==> src/rtl/seg7_pkg.sv <==
// Shared constants and glyph decoding for the multi-digit 7-segment scan driver.
// Latency: none (constants and a pure function).
// Backpressure: not applicable.
package seg7_pkg;

    // All segments dark (active-low).
    localparam logic [6:0] SEG_OFF = 7'h7F;

    // Active-low {g,f,e,d,c,b,a} glyphs for hex digits 0..F.
    localparam logic [6:0] GLYPH [16] = '{
        7'h40, 7'h79, 7'h24, 7'h30, 7'h19, 7'h12, 7'h02, 7'h78,
        7'h00, 7'h10, 7'h08, 7'h03, 7'h46, 7'h21, 7'h06, 7'h0E
    };

    function automatic logic [6:0] hex2seg(input logic [3:0] h);
        return GLYPH[h];
    endfunction

endpackage

==> src/rtl/seg7_prescaler.sv <==
// Digit-slot prescaler: counts 0..CLK_DIV-1, flags the last count and the PWM on-window.
// Latency: tc/lit are combinational from the current count and bright.
// Backpressure: none; free-running counter.
//
// Ports: clk, rst (sync, active-high), bright (0..7), tc (pcnt == CLK_DIV-1),
//        lit (pcnt < (bright+1)*CLK_DIV/8). CLK_DIV must be a multiple of 8.
module seg7_prescaler #(
    parameter int CLK_DIV = 1024
) (
    input  logic       clk,
    input  logic       rst,
    input  logic [2:0] bright,
    output logic       tc,
    output logic       lit
);

    localparam int PW   = (CLK_DIV > 1) ? $clog2(CLK_DIV) : 1;
    localparam int OW   = PW + 1;
    localparam int STEP = CLK_DIV / 8;

    logic [PW-1:0] pcnt;
    logic [OW-1:0] on_time;

    always_comb begin
        // One extra bit so that bright = 7 (on_time = CLK_DIV) is representable.
        on_time = OW'((int'(bright) + 1) * STEP);
        tc      = (pcnt == PW'(CLK_DIV - 1));
        lit     = ({1'b0, pcnt} < on_time);
    end

    always_ff @(posedge clk) begin
        if (rst) begin
            pcnt <= '0;
        end else if (tc) begin
            pcnt <= '0;
        end else begin
            pcnt <= pcnt + 1'b1;
        end
    end

endmodule

==> src/rtl/seg7_scan_driver.sv <==
// Time-multiplexed common-anode 7-segment driver with double-buffered value, dp and PWM brightness.
// Latency: seg/dp/an/frame_tick registered, one cycle behind scan state; a load shows at the next frame.
// Backpressure: none; load is a one-cycle strobe that is always accepted.
//
// Ports: clk, rst (sync, active-high), value (4 bits per digit, digit 0 rightmost),
//        dp_in, load, bright -> seg {g..a}, dp, an (all active-low), frame_tick.
// Optional: define SEG7_LZB_EN for leading-zero blanking of digits 1..NUM_DIGITS-1.
import seg7_pkg::*;

module seg7_scan_driver #(
    parameter int NUM_DIGITS = 4,
    parameter int CLK_DIV    = 1024
) (
    input  logic                    clk,
    input  logic                    rst,
    input  logic [4*NUM_DIGITS-1:0] value,
    input  logic [NUM_DIGITS-1:0]   dp_in,
    input  logic                    load,
    input  logic [2:0]              bright,
    output logic [6:0]              seg,
    output logic                    dp,
    output logic [NUM_DIGITS-1:0]   an,
    output logic                    frame_tick
);

    localparam int             IW   = (NUM_DIGITS > 1) ? $clog2(NUM_DIGITS) : 1;
    localparam logic [IW-1:0]  LAST = IW'(NUM_DIGITS - 1);

    logic                    tc;
    logic                    lit;
    logic [IW-1:0]           idx;
    logic [4*NUM_DIGITS-1:0] pend_val;
    logic [4*NUM_DIGITS-1:0] act_val;
    logic [NUM_DIGITS-1:0]   pend_dp;
    logic [NUM_DIGITS-1:0]   act_dp;
    logic [NUM_DIGITS-1:0]   blank;
    logic                    boundary;
    logic [3:0]              cur_hex;
    logic                    cur_dp;
    logic                    cur_blank;
    logic [NUM_DIGITS-1:0]   an_sel;

    seg7_prescaler #(
        .CLK_DIV (CLK_DIV)
    ) u_prescaler (
        .clk    (clk),
        .rst    (rst),
        .bright (bright),
        .tc     (tc),
        .lit    (lit)
    );

`ifdef SEG7_LZB_EN
    // A digit is blanked when it and every more-significant digit are zero
    // with no decimal point; scanning from the top keeps this a running AND.
    logic run;
    always_comb begin
        blank = '0;
        run   = 1'b1;
        for (int k = NUM_DIGITS - 1; k >= 1; k--) begin
            run      = run && (act_val[4*k +: 4] == 4'h0) && !act_dp[k];
            blank[k] = run;
        end
    end
`else
    assign blank = '0;
`endif

    // Select the active digit's data and build the one-hot-low anode pattern.
    always_comb begin
        boundary  = tc && (idx == LAST);
        cur_hex   = 4'h0;
        cur_dp    = 1'b0;
        cur_blank = 1'b0;
        an_sel    = '1;
        for (int k = 0; k < NUM_DIGITS; k++) begin
            if (idx == IW'(k)) begin
                cur_hex   = act_val[4*k +: 4];
                cur_dp    = act_dp[k];
                cur_blank = blank[k];
                an_sel[k] = 1'b0;
            end
        end
    end

    always_ff @(posedge clk) begin
        if (rst) begin
            idx        <= '0;
            pend_val   <= '0;
            pend_dp    <= '0;
            act_val    <= '0;
            act_dp     <= '0;
            seg        <= SEG_OFF;
            dp         <= 1'b1;
            an         <= '1;
            frame_tick <= 1'b0;
        end else begin
            if (tc) begin
                idx <= (idx == LAST) ? '0 : idx + 1'b1;
            end

            if (load) begin
                pend_val <= value;
                pend_dp  <= dp_in;
            end

            // A load coinciding with the boundary bypasses the pending buffer so
            // the newest value wins and the stale pending one is dropped.
            if (boundary) begin
                act_val <= load ? value : pend_val;
                act_dp  <= load ? dp_in : pend_dp;
            end

            frame_tick <= boundary;

            if (lit && !cur_blank) begin
                an  <= an_sel;
                seg <= hex2seg(cur_hex);
                dp  <= ~cur_dp;
            end else begin
                an  <= '1;
                seg <= SEG_OFF;
                dp  <= 1'b1;
            end
        end
    end

endmodule
==> config.mk <==
export PLATFORM = sky130hd
export DESIGN_NAME = seg7_scan_driver
export DESIGN_NICKNAME = d
export VERILOG_FILES = /design/src/rtl/seg7_pkg.sv /design/src/rtl/seg7_prescaler.sv /design/src/rtl/seg7_scan_driver.sv
export SDC_FILE = /design/constraint.sdc
export NUM_CORES = 1
export LEC_CHECK = 0
export ABC_AREA = 1
export CORE_UTILIZATION = 45
export CTS_CLUSTER_SIZE = 25
export DETAILED_ROUTE_END_ITERATION = 16
export PLACE_DENSITY = 0.67
export SYNTH_ARGS = -nofsm -noshare
export SYNTH_HDL_FRONTEND = slang
export SYNTH_SLANG_ARGS = --single-unit
==> constraint.sdc <==
create_clock -name clk -period 2.34 [get_ports clk]
set_clock_uncertainty 0.15 [all_clocks]
set_input_delay 0.702 -clock clk [delete_from_list [all_inputs] [get_ports clk]]
set_output_delay 0.702 -clock clk [all_outputs]
set_load 0.01 [all_outputs]
# Word level (Yosys, flattened, before mapping)

Memories as Yosys holds them, arrays and structs flattened. A register that Yosys moved wholly into a read port is not among the register bits.
Cells that the tools add are included.
W data, S select, Z words.

$add $sub $neg: 3
Muxes and demuxes: 15
Shift-type cells: 0
Multipliers: 0
Reduce and logical (&&, ||, !) cells: 4
$lt $le $gt $ge: 1
Bitwise operators: 3
Equality and inequality tests: 4
Divide/modulo/power cells: 0

Operators with widths:

| operator                | number |
|---|---|
| $mux W4                 | 5 |
| $mux W16                | 1 |
| $lt A10 B11 Y1          | 1 |
| $add A10 B1 Y10 const B | 1 |
| $eq A10 B10 Y1 const B  | 1 |
| $mux W1                 | 8 |
| $not A4 Y5              | 1 |
| $add A3 B1 Y4 const B   | 1 |
| $eq A2 B2 Y1 const B    | 2 |
| $reduce_or A2 Y1        | 2 |
| $add A2 B1 Y2 const B   | 1 |
| $eq A2 B1 Y1 const B    | 1 |
| $logic_not A2 Y1        | 1 |
| $mux W2                 | 1 |
| $not A1 Y1              | 2 |
| $logic_and A1 B1 Y1     | 1 |

Memories kept: 1
Output and inout port bits: 13
Latch bits: 0
Memory bits (writable): 0
Logic and storage cells: 40
Register bits: 58
Memory bits (read-only): 112

Memory list:

| name             | depth | bits a word | read ports | clocked after Yosys merged registers in | wr ports | RTL line       | text |
|---|---|---|---|---|---|---|---|
| (name not given) | 16    | 7           | 1          | 1                                       | 0        | seg7_pkg.sv:16 | `return GLYPH[h];` |

# Depth between registers and ports, before layout

Gate-level depths: netlist of the first run.

Word-level depth: 6
Depth in mapped cells: 14

# By module

Synthesis of the first run repeated with hierarchy kept, for this count alone.

Cell total of the unflattened synthesis: 319
Area, all modules: 2732.6 µm²

By module, submodules not included:

| module           | seq. area each (µm²) | instances | area each (µm²) | cells an instance |
|---|---|---|---|---|
| seg7_scan_driver | 1101.1               | 1         | 2198.4          | 249 |
| seg7_prescaler   | 200.2                | 1         | 534.3           | 70 |

# Worst setup path after synthesis of the first run

OpenSTA, ideal clock, no wires.

Kind: input-to-reg
Start point: in bright[0]
End point: reg seg[0]
Library setup time: 0.058 ns
Setup slack: 0.272 ns
Arrival: 1.860 ns
Stages on the path: 11
Path buffers: 0
Path through: ha_1 xnor2_1 ha_1 nand2_1 inv_1 nand2_1 nand3_1 clkinv_1 nand2_1 inv_1 nand2_1

Cells in the longest elaborated chain, start to end: 4

Ends and longest elaborated chain:

| item                       | RTL line               | text |
|---|---|---|
| start: declaration         | seg7_scan_driver.sv:19 | `input logic [2:0] bright,` |
| $add A3 B1 Y4              | seg7_prescaler.sv:26   | `on_time = OW'((int'(bright) + 1) * STEP);` |
| $lt A10 B11 Y1             | seg7_prescaler.sv:28   | `lit = ({1'b0, pcnt} < on_time);` |
| $not A1 Y1 (no line)       | n/a                    |  |
| $reduce_or A2 Y1 (no line) | n/a                    |  |
| end: declaration           | seg7_scan_driver.sv:20 | `output logic [6:0] seg,` |

No other way between the ends.
A chain may end at the register's enable or synchronous reset.

# Worst setup path after layout of the first run

Start point: in bright[2]
End point: reg an[3]

Cells in the longest elaborated chain, start to end: 4

Ends and longest elaborated chain:

| item                       | RTL line                | text |
|---|---|---|
| $add A3 B1 Y4              | seg7_prescaler.sv:26    |  |
| $lt A10 B11 Y1             | seg7_prescaler.sv:28    |  |
| $not A1 Y1 (no line)       | n/a                     |  |
| $reduce_or A2 Y1 (no line) | n/a                     |  |
| end signal: assignment     | seg7_scan_driver.sv:117 | `an <= an_sel;` |
| end: declaration           | seg7_scan_driver.sv:22  | `output logic [NUM_DIGITS-1:0] an,` |

No other way between the ends.

==> flow_metrics.tcl, run 1 <==
set metrics [dict create \
    outcome "complete, no violations" \
    crit_type "in2reg" \
    seq_area_frac_synth_pct 45.3 \
    synth.distinct_cells 27 \
    drtIter0Drc 123 \
    cap_violations 0 \
    diodes 0 \
    ys_async_sr_fraction_pct 0 \
    synth_top_area_cell "dfxtp_1" \
    fmax_mhz 478 \
    portBuffers 38 \
    clkLatencyLatePin_ns 0.35 \
    wirelength_mm 5.67 \
    synthMuxAreaShare_pct 6.97 \
    coreArea_um2 6030 \
    layout_setup_ws_ns 0.246 \
    finalNetCount 439 \
    gr-total-overflow 0 \
    cts_tree "built" \
    critical_path.max_stage_delay_ns 0.50 \
    dp_hpwl_mm 3.98 \
    first_pass_iters 4 \
    final_cell_area_um2 3620 \
    crit_family "buffers and inverters" \
    crit_fanout 7 \
    hold_violations 0 \
    max-slew-margin-rel_pct 69.0 \
    pin_count 39 \
    antenna_found_initial 0 \
    cts.sinks 65 \
    gp_congestion 0.831 \
    placed_area_um2 3360 \
    worst-path-buf-inv 4 \
    viasPerCell 4.96 \
    synth.most_common_cell "nand2_1" \
    yosys_warnings 0 \
    period_share_pct 89.5 \
    ys_top_cells_by_area "dfxtp_1 (45%), nand2_1 (10%), mux2i_1 (7.0%)" \
    critical_path_required_ns 2.42 \
    p_leak_nw 1.51 \
    grt_pass1_vias 2218 \
    avgSynthCellArea_um2 8.12 \
    total_power_w 0.00241 \
    die_h_um 81.9 \
    layout-drive-gt1-share_pct 11.1 \
    crit_start "bright[2]" \
    drcViolationCount 0 \
    final_max_slew_viol_count 0 \
    ys.flop_type "dfxtp_1" \
    clkTransAtPathRegs_ns 0.07 \
    die_area_um2 6710 \
    rsz0062_at_grt "false" \
    synthTopCellsByCount "nand2_1 (78), dfxtp_1 (65), nor2_1 (40), a21oi_1 (31), nand3_1 (23)" \
    synth_fa_ha_area_share_pct 6.09 \
    fin_crit_ns 2.09 \
    initial_core_util_pct 47.7 \
    grt_max_degree 46 \
    placement.setup.worst_slack_ns -0.339 \
    ir_drop_uv 339 \
    cts_buffer_depth 2 \
    core.rowCount 28 \
    yosysTopAreaCellShare_pct 45.3 \
    worst_hold_startpoint "u_prescaler.pcnt[0]" \
    tightest_slew_ns 0.465 \
    synth_edf_count 0 \
    critPathLaunchType "input port" \
    power_density_nw_per_um2 666 \
    setup_viol 0 \
    htreeDepth 3 \
    synth_area_um2 2870 \
    crit_slowest_cell "clkdlybuf4s50_1" \
    cp-end-kind "flip-flop" \
    synth_seq_cells 65 \
    min_path_type "reg2reg" \
    clockRootBuffer "clkbuf_8" \
    route.vias.total 2376 \
    groute.usage.overall_pct 19.4 \
    synth_simple_gate_area_share_pct 27.6 \
    drt.antenna.violating_nets 0 \
    grt_pass1_wl_mm 9.80 \
    post-route-util_pct 60.0 \
    synth-xor-area-share_pct 1.52 \
    fin_setup_tns_ns 0 \
    avgRoutedWirePerCell_um 11.8 \
    cpMostUsedCell "nand2_1" \
    synth_nets 394 \
    worst_r2r_startpoint "idx[0]" \
    ff2ff_setup_slack_ns 0.27 \
    fillers 576 \
    synthToLayoutAreaGrowth_pct 25.8 \
    die_w_um 81.9 \
    critPathArrivalTime_ns 2.18 \
    crit_path_cell_trace "clkdlybuf4s50_1 > xnor2_1 > ha_1 > nand2_1 > inv_1 > nand2_1 > nand3_2 > clkinvlp_4 > buf_4 > nand2_1" \
    synthCells 354 \
    synth_compound_area_share_pct 6.36 \
    hold_buffers 0 \
    cts_buffers 9 \
    synth_top_family_by_area "simple AND/OR/NAND/NOR gates" \
]
-- cells by family after synthesis --
family                     count (synthesis)
AOI/OAI and AO/OA                         36
xor gates and xnor gates                   5
adders and majority gates                 14
buffers and inverters                     41
DFF                                       65
muxes                                     20
and+or+nand+nor                          173
-- layout by cell type, fill, tap and decap left out, types with 2 or more instances in the layout --
cell type,synthesis,routed
a21oi_1,31,31
buf_4,0,9
bufinv_16,0,2
clkbuf_8,0,11
clkdlybuf4s50_1,0,36
clkinv_2,0,2
clkinvlp_4,0,2
dfxtp_1,65,65
dlymetal6s2s_1,0,2
ha_1,14,11
ha_2,0,3
inv_1,22,20
inv_2,4,6
mux2i_1,20,20
nand2_1,78,76
nand2_2,2,4
nand3_1,23,22
nand3_2,1,2
nand3b_1,20,20
nand4_1,2,2
nor2_1,40,40
nor3_1,3,3
o21ai_0,4,3
xnor2_1,2,2
xor2_1,3,3
-- registers in the layout, indices dropped and copies added, names as in the netlist, 2 cells and up --
signal            count
idx                   2
act_dp                4
u_prescaler.pcnt     10
act_val              16
pend_dp               4
pend_val             16
seg                   7
an                    4
-- final timing paths --
path	to	depth (start not counted)
worst max-delay path	an[3]	10
worst min-delay path	u_prescaler.pcnt[0]	1
worst max register to register	seg[5]	13
worst min register to register	u_prescaler.pcnt[0]	1
-- where the power goes --
| part | switching [W] | leakage [nW] | internal (W) |
|---|---|---|---|
| sequential | 0.00000979 | 0.531 | 0.00114 |
| clock | 0.000429 | 0.115 | 0.000654 |
| combinational | 0.0000736 | 0.865 | 0.000102 |
| total | 0.000513 | 1.51 | 0.00190 |
-- cell type report --
cell class / instances / area (um^2) / share of cell area, %
timing repair buffer: 48 / 473 / 13.1
inverter: 27 / 105 / 2.91
clock buffer: 11 / 151 / 4.19
multi-input combinational: 248 / 1410 / 39.1
sequential: 65 / 1300 / 36.0
tap: 75 / 93.8 / 2.60
clock inverter: 5 / 77.6 / 2.15
-- per-layer routing --
metal | global-route usage (%) | routed length (um)
met1 | 22.9 | 2710
met2 | 32.1 | 2590
met3 | 4.56 | 194
met4 | 11.4 | 171
met5 | 0 | 0
-- timing repair --
| action | 4_1_cts | 5_1_grt |
|---|---|---|
| resized for setup | 0 | 12 |
| endpoints found under the hold margin | 0 | 0 |
| buffers inserted | 0 | 0 |
| setup endpoints to repair | 0 | 12 |
-- per-stage QoR --
| stage | std cells | hold WS, ns |
|---|---|---|
| global route | 479 | 0.330 |
| detailed placement | 463 | 0.291 |
| CTS | 479 | 0.307 |
| global placement | 463 | 0.282 |
| floorplan | 354 | 0.268 |
| finish | 479 | 0.298 |
Note: power is estimated with default switching activity, not from simulation.
==> inputs of run 2 (changes only) <==
- MAX_ROUTING_LAYER: not set -> met4
- clock period: 2.34 -> 2.4 ns (I/O delays scaled with it)
==> flow_metrics.tcl, run 2 (synthesis gave the netlist of run 1 again) <==
set metrics [dict create \
    outcome "complete, no violations" \
    antenna_found_initial 0 \
    clockRootBuffer "clkbuf_8" \
    drt.antenna.violating_nets 0 \
    die_w_um 81.9 \
    fmax_mhz 438 \
    cpMostUsedCell "nand2_1" \
    avgRoutedWirePerCell_um 11.7 \
    max-slew-margin-rel_pct 68.5 \
    layout_setup_ws_ns 0.115 \
    critPathLaunchType "input port" \
    wl_met2_mm 2.51 \
    dp_cells 462 \
    final_max_slew_viol_count 0 \
    crit_start "bright[0]" \
    p_leak_nw 1.46 \
    grt_max_degree 46 \
    power_density_nw_per_um2 574 \
    grt_pass1_wl_mm 9.49 \
    cts.sinks 65 \
    wl_met3_um 192 \
    cts_buffers 9 \
    drt-met1-wl_mm 2.74 \
    crit_type "in2reg" \
    placement.setup.worst_slack_ns -0.277 \
    min_path_type "reg2reg" \
    crit_family "buffers and inverters" \
    core.rowCount 28 \
    worst_hold_startpoint "u_prescaler.pcnt[0]" \
    cts_buffer_depth 2 \
    crit_path_cell_trace "clkdlybuf4s50_1 > ha_2 > xnor2_1 > ha_1 > nand2_1 > inv_1 > nand2_1 > nand3_2 > buf_4 > nor2_1 > nand2_1" \
    cap_violations 0 \
    placed_area_um2 3350 \
    worst_r2r_startpoint "idx[0]" \
    wirelength_mm 5.56 \
    crit_fanout 2 \
    finalNetCount 438 \
    ir_drop_uv 324 \
    rsz0062_at_grt "false" \
    die_h_um 81.9 \
    final_cells 474 \
    cts_tree "built" \
    tightest_slew_ns 0.472 \
    final_cell_area_um2 3510 \
    first_pass_iters 4 \
    portBuffers 38 \
    initial_core_util_pct 47.7 \
    coreArea_um2 6030 \
    total_power_w 0.00201 \
    fin_crit_ns 2.29 \
    critical_path.max_stage_delay_ns 0.43 \
    gp_congestion 0.833 \
    layout-drive-gt1-share_pct 9.02 \
    mostFrequentLayoutCells "nand2_1 (78), dfxtp_1 (65), nor2_1 (40)" \
    gr-total-overflow 0 \
    htreeDepth 3 \
    post-route-util_pct 58.2 \
    route.vias.total 2395 \
    fillers 590 \
    critPathArrivalTime_ns 2.36 \
    clkLatencyLatePin_ns 0.33 \
    critical_path_required_ns 2.48 \
    post_cts_buffers 0 \
    groute.usage.overall_pct 19.3 \
    grt_pass1_vias 2175 \
    worst-path-buf-inv 3 \
    drcViolationCount 0 \
    die_area_um2 6710 \
    period_share_pct 95.2 \
    cp-end-kind "flip-flop" \
    viasPerCell 5.05 \
    dr.max_layer_used "met4" \
    diodes 0 \
    clkTransAtPathRegs_ns 0.06 \
    reg_top3 "act_val: 16 flops, pend_val: 16 flops, u_prescaler.pcnt: 10 flops" \
    dp_hpwl_mm 3.91 \
    synthToLayoutAreaGrowth_pct 22.0 \
    crit_slowest_cell "clkdlybuf4s50_1" \
    setup_viol 0 \
    drtIter0Drc 139 \
    hold_violations 0 \
    final_common_cell "nand2_1" \
    pin_count 39 \
]
[run 2: cell types whose count changed in the layout (fill, tap and decap cells not counted), moves of 2 or more]
cell / delta
ha_2: -2
ha_1: +2
nand2_2: -2
bufinv_16: -2
clkinvlp_4: -2
clkbuf_8: -2
nand2_1: +2
[run 2: what timing repair did]
item	in CTS	in global routing
endpoints found under the setup margin	0	10
gates resized for setup	0	9
hold buffers	0	0
[run 2: worst register-to-register path: cells and delay by family, from the launching register on]
family,cells,cell delay (ns)
flip-flops,1,0.40
AO/OA/AOI/OAI,1,0.11
AND/OR/NAND/NOR,6,0.40
buffers and inverters,4,0.44
adder cells (fa/ha/maj),2,0.61
[run 2: stage by stage]
step           TNS (ns)  hold slack [ns]
3_5_place_dp      -2.79            0.296
2_1_floorplan         0            0.268
5_1_grt               0            0.329
6_report              0            0.301
3_3_place_gp      -2.11            0.282
4_1_cts               0            0.310
[run 2: worst paths after layout]
check | end | slack (ns) | cells after the start
worst max-delay path | seg[4] | 0.11 | 11
worst min-delay path | u_prescaler.pcnt[0] | 0.30 | 1
worst max register to register | seg[1] | 0.19 | 13
worst min register to register | u_prescaler.pcnt[0] | 0.30 | 1
[run 2: layout make-up]
cell class | count | area [um^2] | area share [%]
clock inverters | 2 | 10.0 | 0.285
repair buffers | 47 | 463 | 13.2
clock buffers | 10 | 128 | 3.64
inverters | 27 | 104 | 2.96
well taps | 75 | 93.8 | 2.68
flip-flops and latches | 65 | 1300 | 37.1
multi-input cells | 248 | 1410 | 40.1
[run 2: power breakdown]
part	switching, W	internal (W)
Clock	0.000372	0.000348
Combinational	0.0000724	0.000100
Sequential	0.00000912	0.00111
Total	0.000454	0.00156
[run 2: layer usage]
layer | vias to the layer above | GRT usage (%)
met4 | 0 | 10.0
li1 | 1233 | -
met5 | - | -
met2 | 54 | 30.6
met3 | 13 | 4.00
met1 | 1095 | 23.0
==> inputs of run 3 (changes only) <==
- CORE_UTILIZATION: 45 -> 35
- PLACE_DENSITY: 0.67 -> not set
==> flow_metrics.tcl, run 3 (synthesis gave the netlist of run 1 again) <==
set metrics [dict create \
    crit_fanout 2 \
    cts_tree "built" \
    hold_slack_ns 0.307 \
    core.rowCount 32 \
    gr-total-overflow 0 \
    critPathArrivalTime_ns 2.32 \
    period_share_pct 93.6 \
    drtIter0Drc 57 \
    antenna_found_initial 0 \
    synthToLayoutAreaGrowth_pct 24.9 \
    hold_violations 0 \
    post-route-util_pct 45.7 \
    fin_crit_ns 2.25 \
    outcome "complete, no violations" \
    initial_core_util_pct 36.6 \
    ir_drop_uv 282 \
    power_density_nw_per_um2 605 \
    rsz0062_at_grt "false" \
    cts_buffer_depth 2 \
    pin_count 39 \
    viasPerCell 4.63 \
    diodes 0 \
    gp_congestion 0.833 \
    critPathLaunchType "input port" \
    grt_pass1_wl_mm 10.0 \
    p_leak_nw 1.48 \
    crit_type "in2reg" \
    portBuffers 38 \
    cts_buffers 9 \
    reg_top3 "act_val: 16 flops, pend_val: 16 flops, u_prescaler.pcnt: 10 flops" \
    max-slew-margin-rel_pct 69.0 \
    critical_path_required_ns 2.47 \
    die_area_um2 8580 \
    cp-end-kind "flip-flop" \
    hold_buffers 0 \
    grt_pass1_vias 2268 \
    grt_max_degree 46 \
    avgRoutedWirePerCell_um 11.3 \
    fmax_mhz 445 \
    clockRootBuffer "clkbuf_8" \
    drcViolationCount 0 \
    first_pass_iters 4 \
    layout-drive-gt1-share_pct 9.68 \
    die_h_um 92.6 \
    drt.antenna.violating_nets 0 \
    coreArea_um2 7850 \
    ff2ff_setup_slack_ns 0.23 \
    final_common_cell "nand2_1" \
    clkTransAtPathRegs_ns 0.07 \
    route.vias.total 2340 \
    mostFrequentLayoutCells "nand2_1 (77), dfxtp_1 (65), nor2_1 (40)" \
    wirelength_mm 5.71 \
    tightest_slew_ns 0.465 \
    cap_violations 0 \
    final_max_slew_viol_count 0 \
    dp_hpwl_mm 4.10 \
    finalNetCount 438 \
    min_path_type "reg2reg" \
    setup_viol 0 \
    die_w_um 92.6 \
    htreeDepth 3 \
    groute.usage.overall_pct 15.2 \
    cts.sinks 65 \
    clkLatencyLatePin_ns 0.34 \
]
run 3: cell types whose count changed in the layout (fill, tap and decap cells not counted):
cell / before / now
nand2_1: 78 / 77
nand3_2: 2 / 1
o21ai_1: 1 / 0
inv_1: 20 / 21
nand2_2: 2 / 3
clkbuf_8: 9 / 13
nand3_1: 22 / 23
dlymetal6s2s_1: 1 / 0
inv_4: 1 / 0
o21ai_0: 3 / 4
clkdlybuf4s50_1: 37 / 38
run 3: timing repair:
action,4_1_cts,5_1_grt
setup endpoints to repair,0,6
buffers inserted,0,0
resized for setup,0,5
run 3: metrics by stage:
stage | cell area, um^2 | setup slack (ns) | std cells | power [W] | TNS, ns
floorplan | 2870 | 0.314 | 354 | 0.00123 | 0
global placement | 3390 | -0.215 | 489 | 0.00131 | -2.06
detailed placement | 3390 | -0.219 | 489 | 0.00132 | -2.23
CTS | 3580 | 0.123 | 505 | 0.00221 | 0
global route | 3590 | 0.0148 | 505 | 0.00228 | 0
finish | 3590 | 0.153 | 505 | 0.00217 | 0
run 3: area by class of cell:
type	count	area (um^2)
clock buffer	14	183
clock inverter	2	10.0
sequential	65	1300
inverter	27	101
tap	102	128
multi-input combinational	248	1410
timing repair buffer	47	460
fill	815	4260
run 3: final timing paths:
check | cells past startpoint | endpoint | from
worst min register to register | 1 | u_prescaler.pcnt[0] | u_prescaler.pcnt[0]
worst max register to register | 13 | seg[1] | idx[1]
worst min-delay path | 1 | u_prescaler.pcnt[0] | u_prescaler.pcnt[0]
worst max-delay path | 11 | seg[1] | bright[1]
run 3: per-layer routing:
| layer | track usage (%) | share of wire, % | vias to the layer above |
|---|---|---|---|
| met5 | - | 0 | - |
| met4 | 6.92 | 2.0 | 0 |
| met3 | 3.04 | 3.7 | 11 |
| met2 | 24.6 | 44 | 46 |
| met1 | 18.2 | 50 | 1049 |
| li1 | - | - | 1234 |
run 3: report_power, final:
part	internal, W	total, W	switching, W	leakage, nW
Clock	0.000485	0.000877	0.000392	0.102
Sequential	0.00111	0.00112	0.00000975	0.531
Combinational	0.0000997	0.000171	0.0000712	0.845
run 3: critical path: stages:
cell	delay [ns]
clkdlybuf4s50_1	0.43
ha_1	0.28
inv_1	0.04
ha_1	0.26
o21ai_0	0.07
nand2_1	0.07
nand2_1	0.05
nand3_1	0.09
buf_4	0.16
a21oi_2	0.09
nand2_1	0.06
